--- config.mk ---
export PLATFORM = sky130hd
export DESIGN_NAME = pwm_multi
export DESIGN_NICKNAME = d
export VERILOG_FILES = /design/src/rtl/pwm_multi.sv
export SDC_FILE = /design/constraint.sdc
export NUM_CORES = 1
export LEC_CHECK = 0
export ABC_AREA = 1
export CAP_MARGIN = 10
export CORE_AREA = 2 2 97 99
export CTS_CLUSTER_SIZE = 20
export DETAILED_ROUTE_END_ITERATION = 8
export DIE_AREA = 0 0 99 101
export GPL_TIMING_DRIVEN = 0
export PLACE_DENSITY = 0.81
export SLEW_MARGIN = 0
export SYNTH_ARGS = -nofsm -noshare
export SYNTH_HDL_FRONTEND = slang
export SYNTH_SLANG_ARGS = --single-unit
--- constraint.sdc ---
create_clock -name clk -period 4.75 [get_ports clk]
set_clock_uncertainty 0.1 [all_clocks]
set_input_delay 0.475 -clock clk [delete_from_list [all_inputs] [get_ports clk]]
set_output_delay 0.475 -clock clk [all_outputs]
set_load 0.02 [all_outputs]
--- src/rtl/pwm_multi.sv ---
// -----------------------------------------------------------------------------
// pwm_multi
//   Multi-channel PWM generator. All channels share one prescaler and one
//   period counter. Each channel owns a double-buffered duty register: writes
//   land in a shadow register and are copied into the active register only at
//   a period boundary, so a running waveform never glitches mid-period. The
//   period top value is shadowed the same way. Edge-aligned (sawtooth) and
//   center-aligned (triangle) counting are both supported.
//
// Ports
//   clk          system clock, all logic on the rising edge
//   rst          synchronous, active-high reset
//   ena          global enable; low holds the counters at zero, forces the
//                outputs low and loads shadow duty/top straight into the
//                active registers every cycle
//   ch_ena       per-channel output enable
//   center       0 = edge-aligned, 1 = center-aligned
//   prescale     counter advances once every prescale+1 clocks
//   top          period top value, applied at the next period boundary
//   wr_en        duty write strobe
//   wr_ch        channel addressed by the write (out-of-range is ignored)
//   wr_duty      duty value written into the addressed shadow register
//   out          registered PWM outputs, one clock behind the counter
//   period_done  one-clock pulse in the cycle after each period boundary
// -----------------------------------------------------------------------------
module pwm_multi #(
   parameter  int N        = 8,
   parameter  int CHANNELS = 4,
   parameter  int PRESC_W  = 16,
   localparam int CH_W     = (CHANNELS > 1) ? $clog2(CHANNELS) : 1
) (
   input  logic                clk,
   input  logic                rst,
   input  logic                ena,
   input  logic [CHANNELS-1:0] ch_ena,
   input  logic                center,
   input  logic [PRESC_W-1:0]  prescale,
   input  logic [N-1:0]        top,
   input  logic                wr_en,
   input  logic [CH_W-1:0]     wr_ch,
   input  logic [N-1:0]        wr_duty,
   output logic [CHANNELS-1:0] out,
   output logic                period_done
);

   // Count direction of the center-aligned triangle.
   localparam logic [0:0] DIR_UP   = 1'b0;
   localparam logic [0:0] DIR_DOWN = 1'b1;

   localparam logic [N-1:0] FULL = {N{1'b1}};

   logic [PRESC_W-1:0]  pcnt_q, pcnt_d;
   logic [N-1:0]        cnt_q, cnt_d;
   logic [0:0]          dir_q, dir_d;
   logic [N-1:0]        shadow_q   [CHANNELS];
   logic [N-1:0]        shadow_d   [CHANNELS];
   logic [N-1:0]        duty_act_q [CHANNELS];
   logic [N-1:0]        duty_act_d [CHANNELS];
   logic [N-1:0]        top_act_q, top_act_d;
   logic [CHANNELS-1:0] out_q, out_d;
   logic                period_done_q, period_done_d;

   logic                tick;
   logic                boundary;
   logic [CHANNELS-1:0] hi;

   // ---------------------------------------------------------------------------
   // Prescaler and period counter
   // ---------------------------------------------------------------------------
   always_comb begin
      // NOTE: every signal driven here gets a default first, so no path can
      // leave it unassigned and infer a latch.
      pcnt_d   = pcnt_q;
      cnt_d    = cnt_q;
      dir_d    = dir_q;
      boundary = 1'b0;
      tick     = (pcnt_q == prescale);

      if (!ena) begin
         pcnt_d = '0;
         cnt_d  = '0;
         dir_d  = DIR_UP;
      end else if (!tick) begin
         pcnt_d = pcnt_q + PRESC_W'(1);
      end else begin
         pcnt_d = '0;
         if (!center) begin
            // Sawtooth. Forcing dir up here also handles leaving center mode
            // mid-period: counting simply resumes upward from cnt.
            dir_d = DIR_UP;
            if (cnt_q >= top_act_q) begin
               cnt_d    = '0;
               boundary = 1'b1;
            end else begin
               cnt_d = cnt_q + N'(1);
            end
         end else if ((dir_q == DIR_UP) && (cnt_q < top_act_q)) begin
            cnt_d = cnt_q + N'(1);
         end else if (cnt_q <= N'(1)) begin
            // Reaching zero on the way down closes the period. cnt==0 here
            // only happens with top_act==0, which then bounds every tick.
            cnt_d    = '0;
            dir_d    = DIR_UP;
            boundary = 1'b1;
         end else begin
            // Either already descending or just turned around at top_act.
            cnt_d = cnt_q - N'(1);
            dir_d = DIR_DOWN;
         end
      end
   end

   // ---------------------------------------------------------------------------
   // Shadow and active duty / top registers
   // ---------------------------------------------------------------------------
   always_comb begin
      shadow_d = shadow_q;
      if (wr_en && (32'(wr_ch) < CHANNELS)) begin
         shadow_d[wr_ch] = wr_duty;
      end

      // The active copy takes shadow_q, the value from before this edge, so a
      // write that lands on the boundary edge waits for the following period.
      duty_act_d = duty_act_q;
      top_act_d  = top_act_q;
      if (!ena || boundary) begin
         duty_act_d = shadow_q;
         top_act_d  = top;
      end
   end

   // ---------------------------------------------------------------------------
   // Output compare
   // ---------------------------------------------------------------------------
   always_comb begin
      hi = '0;
      for (int i = 0; i < CHANNELS; i++) begin
         if (duty_act_q[i] == '0) begin
            hi[i] = 1'b0;
         end else if (duty_act_q[i] == FULL) begin
            // Needed explicitly: with top_act at full scale cnt reaches FULL
            // and the plain compare would drop low for one tick.
            hi[i] = 1'b1;
         end else begin
            hi[i] = (cnt_q < duty_act_q[i]);
         end
      end
      out_d         = {CHANNELS{ena}} & ch_ena & hi;
      period_done_d = boundary;
   end

   // ---------------------------------------------------------------------------
   // State registers
   // ---------------------------------------------------------------------------
   always_ff @(posedge clk) begin
      // NOTE: sequential state uses non-blocking assignments only, so every
      // register samples the pre-edge values regardless of statement order.
      if (rst) begin
         pcnt_q        <= '0;
         cnt_q         <= '0;
         dir_q         <= DIR_UP;
         top_act_q     <= FULL;
         out_q         <= '0;
         period_done_q <= 1'b0;
         // NOTE: the per-channel duty arrays are small flop banks, not RAM,
         // and their reset value is observable, so they are cleared here.
         for (int i = 0; i < CHANNELS; i++) begin
            shadow_q[i]   <= '0;
            duty_act_q[i] <= '0;
         end
      end else begin
         pcnt_q        <= pcnt_d;
         cnt_q         <= cnt_d;
         dir_q         <= dir_d;
         top_act_q     <= top_act_d;
         out_q         <= out_d;
         period_done_q <= period_done_d;
         for (int i = 0; i < CHANNELS; i++) begin
            shadow_q[i]   <= shadow_d[i];
            duty_act_q[i] <= duty_act_d[i];
         end
      end
   end

   assign out         = out_q;
   assign period_done = period_done_q;

endmodule

# [Word level (Yosys, flattened, before mapping)]
# Cells that the tools add are included.
[word_totals] ram_bits=0 ff_bits=102 input_bits=43 latchBits=0 romBits=0 n_memories=0
[classes] n_mux=24 bitwise_logic=5 div=0 n_eq_ne=6 mul=0 n_addsub=3 magnitude_cmp=9 n_reduce_logical=11 shifts=0
[ops] operator="8-bit less-than comparator" n=5
[ops] operator="8-bit 2-to-1 mux" n=5
[ops] operator="32-bit bitwise mux" n=1
[ops] operator="8-bit == test (second input constant)" n=4
[ops] operator="8-bit logical NOT" n=4
[ops] operator="1-bit 2-to-1 mux" n=17
[ops] operator="16-bit by 1-bit adder with 16-bit output (second input constant)" n=1
[ops] operator="8-bit demux with 2-bit select" n=1
[ops] operator="16-bit == test" n=1
[ops] operator="8-bit by 1-bit adder with 8-bit output (second input constant)" n=1
[ops] operator="4-bit AND" n=2
[ops] operator="8-bit greater-or-equal comparator" n=1
[ops] operator="8-bit by 1-bit less-or-equal comparator with 1-bit output (second input constant)" n=1
[ops] operator="8-bit by 1-bit subtractor with 8-bit output (second input constant)" n=1
[ops] operator="3-bit greater-or-equal comparator (second input constant)" n=1
[ops] operator="3-bit by 1-bit less-than comparator with 1-bit output (second input constant)" n=1
[ops] operator="2-bit inverter with 3-bit output" n=1
[ops] operator="3-bit OR reduction" n=1
[ops] operator="1-bit logical AND" n=2
[ops] operator="2-bit != test (second input constant)" n=1
[ops] operator="1-bit inverter" n=2
[ops] operator="2-bit AND reduction" n=1
[ops] operator="2-bit OR reduction" n=1
[ops] operator="1-bit logical NOT" n=1
[ops] operator="1-bit logical OR" n=1

# [Depth between registers and ports, before layout]
# Gate-level depths: netlist (run 1).
[depth] word_depth=7 mapped_depth=16

# [Worst setup path before layout (run 1)]
# Ideal clock, no wire load.
[synth_path] path_type="register to register" startpoint="reg cnt_q[7]" endpoint="reg duty_act_q[0] in the netlist's numbering" path_slack_ps=2630 t_required_ps=4535 t_arrival_ps=1905 setup_ps=115 path_stages_with_launch=12 period_less_slack_ps=2120 path_cell_list="dfxtp_1 ha_1 a21o_1 nor2_1 nand3_1 nand2_1 inv_2 nand3_4 buf_6 nand3_1 nand2_1 nor2_1"
[synth_between] elab_chain_len=7 elab_cells_between_ends=11
[synth_lines] element="start: declaration" line="53" source="logic [N-1:0] cnt_q, cnt_d;"
[synth_lines] element="start signal: assignment" line="173" source="cnt_q <= cnt_d;"
[synth_lines] element="8-bit by 1-bit less-or-equal comparator with 1-bit output or 8-bit less-than comparator (tied branches)" line="99, 97"
[synth_lines] element="1-bit 2-to-1 mux or 1-bit logical AND (tied branches)" line="99, 97"
[synth_lines] element="1-bit 2-to-1 mux" line="97" source="end else if ((dir_q == DIR_UP) && (cnt_q < top_act_q)) begin"
[synth_lines] element="1-bit 2-to-1 mux *" line="87" source="if (!center) begin"
[synth_lines] element="1-bit 2-to-1 mux *" line="83" source="end else if (!tick) begin"
[synth_lines] element="1-bit 2-to-1 mux *" line="79" source="if (!ena) begin"
[synth_lines] element="1-bit logical OR *" line="126" source="if (!ena || boundary) begin"
[synth_lines] element="end signal: indexed assignment" line="180" source="duty_act_q[i] <= duty_act_d[i];"
[synth_lines] element="end: declaration" line="57" source="logic [N-1:0] duty_act_q [CHANNELS];"
# Mark *: on every way between the ends. The rest lies on a longest branch, timed or not.
# A chain may end at the register's enable or synchronous reset.

# [Worst setup path after layout (run 1)]
[layout_path] startpoint="reg cnt_q[7]" endpoint="reg top_act_q[5]"
[layout_between] elab_chain_len=7 elab_cells_between_ends=11
[layout_lines] element="8-bit by 1-bit less-or-equal comparator with 1-bit output or 8-bit less-than comparator (tied branches)" line="99, 97"
[layout_lines] element="1-bit 2-to-1 mux or 1-bit logical AND (tied branches)" line="99, 97"
[layout_lines] element="1-bit 2-to-1 mux" line="97"
[layout_lines] element="1-bit 2-to-1 mux *" line="87"
[layout_lines] element="1-bit 2-to-1 mux *" line="83"
[layout_lines] element="1-bit 2-to-1 mux *" line="79"
[layout_lines] element="1-bit logical OR *" line="126"
[layout_lines] element="end signal: assignment" line="175" source="top_act_q <= top_act_d;"
[layout_lines] element="end: declaration" line="59" source="logic [N-1:0] top_act_q, top_act_d;"
# Marked as above.

==> impl_metrics.toml, run 1 <==
[synth]
yosys_warnings = 0
yosys-top-cells-area = "dfxtp_1 37%, ha_1 9.0%, nand2_1 8.1%"
syn-mean-instance-area_sq_um = 7.30
synthMuxAreaShare_pct = 0
synth-xor-area-share_pct = 4.72
ys_ff_latch = 102
syn_nets = 845
synth_enable_flop_cells = 0
synth-async-reset-ratio_pct = 0
syn_inst = 762
yosys.area.top_type = "dfxtp_1"
yosysTopAreaCellShare_pct = 36.7
synth_top_family_by_area = "simple AND/OR/NAND/NOR gates"
synth_fa_ha_area_share_pct = 8.99
synth_cell_types = 35
syn_area_sq_um = 5560
synthFlopType = "dfxtp_1"
post-synth-top-count-cell = "nand2_1"
yosys-top-cells-count = "120 x nand2_1, 104 x nor2_1, 102 x dfxtp_1, 83 x inv_1, 76 x a21oi_1"
ys_seq_area_share_pct = 36.7
synth-compound-area-share_pct = 12.2
synth-simple-area-share_pct = 28.3

[place]
routabilityCongestion = 0.861
dp.final_hpwl_um = 9850
io_buffers = 46
dp_cells = 919
place_area_sq_um = 6160

[global_routing]
use_met2_pct = 48.9
overflow = 0
grt_use_met3_pct = 3.19
first_global_vias = 4940
grt_pass1_wl_um = 21900
grt_max_degree = 18
met1_usage_pct = 32.2
grt_antenna_before_repair = 0
busiest_layer = "met2"
grt_usage_pct = 26.7

[setup_path]
critPathCaptureType = "flip-flop"
r2r.worst_path.cells = 10
cpPeakStageDelay_ps = 660
start_kind = "flip-flop"
ff2ff_setup_slack_ps = 2090
cp.required_ps = 4890
critPathMaxFanout = 10
slowest_stage = "dfxtp_1"
cp.arrival_ps = 2800
crit_type = "flip-flop to flip-flop"
path_common_cell = "nand2_1"
crit_chain = "ha_1, a21o_1, nor2_1, nand3_1, nand2_1, inv_2, nand3_4, nand2_1, nand2_1, nand3_1"
r2r_start = "cnt_q[7]"
r2r_end = "top_act_q[5]"

[layout]
layout-drive-gt1-share_pct = 6.19
nets = 902
fin_cells = 935
utilization_pct = 70.9
area_growth_pct = 14.3
diodes = 0
multi_input_area_sq_um = 3020
regArea_sq_um = 2040
nFillCells = 766
final_area_sq_um = 6360

[power_and_ir_drop]
ir_worst_vdd_mv = 0.207
power_density_nw_per_um2 = 265
power.total_uw = 1690
p_leak_uw = 0.00278

[timing]
setup_violations = 0
hold_violations = 0
max_clock_freq_mhz = 376
tns_ps = 0
slew_headroom_pct = 48.4
period_share_pct = 56.0
worst_pin_slew_ps = 768
drv_slew = 0
rsz0062_at_grt = "false"
finalCriticalPeriod_ps = 2660

[hold_path]
hold_start = "shadow_q[2]"
hold_path_class = "flip-flop to flip-flop"
hold_path_end = "shadow_q[2]"
holdPathStages = 2

[clock_tree]
h-tree-depth = 3
cts_tree = "done"
cts_buffers = 9
cts_resized = 0
cts_sinks = 102
clock_latency_ps = 360
ctsHoldBuffers = 0
clockBufferDepth = 2
postCtsSetupRepairBufs = 0
clk_pin_slew_ps = 110
cts_root_buf = "clkbuf_8"

[floorplanning]
start_util_pct = 62.0
fp.dieW_um = 99
die-area_sq_um = 10000
io_pins = 48
dieHeight_um = 101
core_area_sq_um = 8980
rows = 35

[detailed_routing]
finalWirelength_um = 13100
antenna_left = 0
drt_first_pass_iters = 5
vias_per_cell = 5.50
route.detailed.wl_per_inst_um = 14.0
drt_iter0_drc = 217
vias = 5141
route.detailed.drc = 0

[outcome]
status = "complete, no violations"

[flow_run]
cap_violations = 0
[critical path: cells and delay by family, from the launching register on]
kind,cells,cell delay (ps)
and+or+nand+nor,7,1200
buffers and inverters,1,50
DFF,1,660
AOI/OAI and AO/OA,1,180
adders and majority gates,1,340
[cell families after synthesis]
| family | Yosys count |
|---|---|
| AOI/OAI and AO/OA | 129 |
| xor gates and xnor gates | 30 |
| buffers and inverters | 115 |
| adders and majority gates | 40 |
| DFF | 102 |
| and+or+nand+nor | 346 |
[cell type report]
class | instances | area share, %
multi-input combinational | 545 | 47.4
sequential | 102 | 32.1
timing repair buffer | 46 | 7.24
inverter | 85 | 5.02
buffer | 30 | 2.93
tap | 111 | 2.18
clock buffer | 10 | 2.01
clock inverter | 6 | 1.10
[state kept, by name, indices dropped and copies added (netlist names)]
signal / flops
cnt_q: 8
duty_act_q: 32
dir_q: 1
period_done: 1
pcnt_q: 16
out: 4
shadow_q: 32
top_act_q: 8
[report_power, final]
group / internal (uW) / total (uW) / switching, uW
Clock: 249 / 557 / 308
Combinational: 98.2 / 225 / 127
Sequential: 890 / 906 / 15.5
[placed cells by master (no fill, tap or decap), types with 3 or more instances in the layout]
| cell type | count |
|---|---|
| o211ai_1 | 7 |
| nor3_1 | 7 |
| inv_1 | 83 |
| nor4_1 | 8 |
| nand4_1 | 17 |
| clkbuf_8 | 9 |
| o21ai_0 | 40 |
| clkbuf_1 | 11 |
| buf_2 | 7 |
| ha_1 | 40 |
| nand3_1 | 70 |
| xnor2_1 | 19 |
| nor2_1 | 104 |
| dfxtp_1 | 102 |
| xor2_1 | 11 |
| buf_1 | 3 |
| a21oi_1 | 76 |
| buf_6 | 8 |
| or2_2 | 3 |
| nand3_2 | 9 |
| clkdlybuf4s50_1 | 46 |
| nand2_1 | 120 |
[layer usage]
layer  part of all wire (%)  up-vias  routed length, um
li1                       -     2637                  -
met2                     49      133               6470
met1                     44     2345               5750
met4                    2.2        0                290
met3                    4.5       26                596
met5                      0        -                  0
[through the flow]
| step | hold WS, ps | setup slack (ps) |
|---|---|---|
| 6_report | 356 | 2090 |
| 5_1_grt | 391 | 1880 |
| 4_1_cts | 356 | 2110 |
| 3_5_place_dp | 341 | 2110 |
| 3_3_place_gp | 338 | 2120 |
| 2_1_floorplan | 323 | 2630 |
[worst max path at each step]
stage	depth (start not counted)	start	end
after global placement	10	cnt_q[7]	top_act_q[3]
after global routing	15	cnt_q[0]	duty_act_q[5]
after CTS	10	cnt_q[7]	top_act_q[5]
after floorplan	11	cnt_q[7]	duty_act_q[0]
final	10	cnt_q[7]	top_act_q[5]
after detailed placement	10	cnt_q[7]	top_act_q[5]
No activity file was read; power rests on OpenSTA's default activity.
==> inputs of run 2 (changes only) <==
Settings changed: CORE_AREA 2 2 97 99 to 2 2 101 103, DIE_AREA 0 0 99 101 to 0 0 103 105, PLACE_DENSITY 0.81 to 0.75.
Clock period 4.75 ns to 2.8 ns, I/O delays scaled along.
==> run 2 against run 1 <==
  * Sequential cell count stayed put
  * Utilization down 4.6 points
  * Routed wire length is 1.3% lower
  * Sequential share of layout area is 0.067 points lower
  * Critical endpoint is now top_act_q[4]
  * Non-clock buffer count stayed put
  * Maximum frequency up 5.2%
  * Sequential power grew 70%
==> impl_metrics.toml, run 2 (same netlist as run 1, synthesis figures left out) <==
[outcome]
status = "complete, no violations"

[detailed_routing]
route.detailed.wl_per_inst_um = 13.5
vias = 5091
drt_first_pass_iters = 5
drt_iter0_drc = 286
route.detailed.drc = 0
vias_per_cell = 5.32
finalWirelength_um = 12900
antenna_left = 0

[setup_path]
cp_top_family = "simple AND/OR/NAND/NOR gates"
ff2ff_setup_slack_ps = 270
crit_type = "flip-flop to flip-flop"
critPathCaptureType = "flip-flop"
path_common_cell = "nand2_1"
cpPeakStageDelay_ps = 640
critPathMaxFanout = 10
cp.arrival_ps = 2690
crit_buf_inv = 2
r2r_start = "cnt_q[3]"
crit_chain = "ha_1, nand2_1, inv_1, nand2_1, nand2_1, nand2_1, nand3_1, nand2_1, inv_2, nand3_4, nand2_1, nand2_1, nand3_1"
cp.required_ps = 2960
start_kind = "flip-flop"
r2r.worst_path.cells = 13
r2r_end = "top_act_q[4]"
slowest_stage = "dfxtp_1"

[timing]
tns_ps = 0
rsz0062_at_grt = "false"
setup_violations = 0
period_share_pct = 90.3
drv_slew = 0
slew_headroom_pct = 44.5
hold_violations = 0
max_clock_freq_mhz = 395
finalCriticalPeriod_ps = 2530
worst_pin_slew_ps = 826
worst_slack_ps = 271

[global_routing]
first_global_vias = 4804
grt_usage_pct = 24.4
overflow = 0
grt_max_degree = 20
grt_antenna_before_repair = 0
grt_pass1_wl_um = 21200

[power_and_ir_drop]
combinationalPowerShare_pct = 13.4
power.switching_uw = 807
power_density_nw_per_um2 = 443
p_int_uw = 2020
p_leak_uw = 0.00278
power.total_uw = 2830
seqPwrFrac_pct = 54.3
swShare_pct = 28.5
clockPowerShare_pct = 32.4
ir_worst_vdd_mv = 0.259

[hold_path]
hold_path_end = "shadow_q[9]"
hold_start = "rst"
hold_path_class = "primary input to flip-flop"
holdPathStages = 2

[place]
routabilityCongestion = 0.869
dp_cells = 941
dp.final_hpwl_um = 9760
place_area_sq_um = 6190
pre_cts_ws_ps = 143
io_buffers = 46

[floorplanning]
core_area_sq_um = 9640
fp.dieW_um = 103
rows = 36
io_pins = 48
die-area_sq_um = 10800
dieHeight_um = 105
start_util_pct = 57.7

[flow_run]
cap_violations = 0

[clock_tree]
clockBufferDepth = 2
cts_root_buf = "clkbuf_8"
cts_buffers = 9
clk_pin_slew_ps = 110
clock_latency_ps = 380
ctsHoldBuffers = 0
cts_tree = "done"
cts_sinks = 102
h-tree-depth = 3

[layout]
area_growth_pct = 14.8
final_area_sq_um = 6390
diodes = 0
fin_cells = 957
layout-drive-gt1-share_pct = 6.67
mostFrequentLayoutCell = "nand2_1"
reg_top3 = "duty_act_q (32), shadow_q (32), pcnt_q (16)"
final_cell_mix = "120 x nand2_1, 104 x nor2_1, 99 x dfxtp_1"
nets = 902
run 2: changes by cell type in the layout (fill, tap and decap cells not counted):
| cell | delta |
|---|---|
| dfxtp_1 | -3 |
| dfxtp_2 | +3 |
| clkinvlp_4 | -2 |
| inv_6 | +2 |
| bufinv_16 | -1 |
| clkbuf_1 | -1 |
| clkinv_4 | +1 |
| clkinv_8 | +1 |
run 2: worst max path at each step:
stage | from | endpoint | slack (ps) | cells past startpoint
after floorplan | cnt_q[7] | duty_act_q[0] | 680 | 11
after global placement | cnt_q[7] | top_act_q[3] | 170 | 10
after detailed placement | cnt_q[7] | top_act_q[4] | 140 | 10
after CTS | cnt_q[7] | top_act_q[4] | 120 | 10
after global routing | cnt_q[1] | top_act_q[6] | 50 | 13
final | cnt_q[3] | top_act_q[4] | 270 | 13
run 2: area by class of cell:
type                            count  area [sq um]
Fill cell                         891          3250
Timing Repair Buffer               46           460
Buffer                             30           186
Sequential cell                   102          2050
Clock inverter                      7          67.6
Clock buffer                        9           124
Inverter                           85           319
Tap cell                          133           166
Multi-Input combinational cell    545          3020
run 2: metal layers:
layer | vias to the layer above | share of wire (%) | global-route usage [%]
li1 | 2637 | - | -
met1 | 2312 | 44 | 30.1
met2 | 117 | 49 | 42.1
met3 | 25 | 4.4 | 3.34
met4 | 0 | 2.2 | 9.77
met5 | - | 0 | 0
run 2: repair_timing:
item	CTS	global route
resized for setup	0	3
setup buffers	0	0
setup endpoints to repair	0	29
run 2: metrics by stage:
step	hold WS [ps]	utilization (%)
floorplan	293	-
global route	185	66.3
finish	184	66.3
detailed placement	345	64.2
global placement	339	64.2
CTS	160	66.2
run 2: power groups by stage:
stage,Clock [uW],Sequential (uW),Combinational [uW]
after floorplan,0,1560,239
after global placement,0,1570,362
after detailed placement,0,1570,376
after CTS,933,1540,378
after global routing,988,1540,429
final,916,1540,378
==> inputs of run 3 (changes only) <==
==> constraint.sdc (replaced) <==
create_clock -name clk -period 2.8 [get_ports clk]
set_clock_uncertainty 0.1 [all_clocks]
set_input_delay 0.56 -clock clk [delete_from_list [all_inputs] [get_ports clk]]
set_output_delay 0.56 -clock clk [all_outputs]
set_load 0.02 [all_outputs]
==> results of run 3 <==
The final DEF is identical to that of run 2. Status: complete, no violations.
Main changes from that run: hold slack 184 ps -> 355 ps; end point of the worst hold path shadow_q[9] -> shadow_q[7]
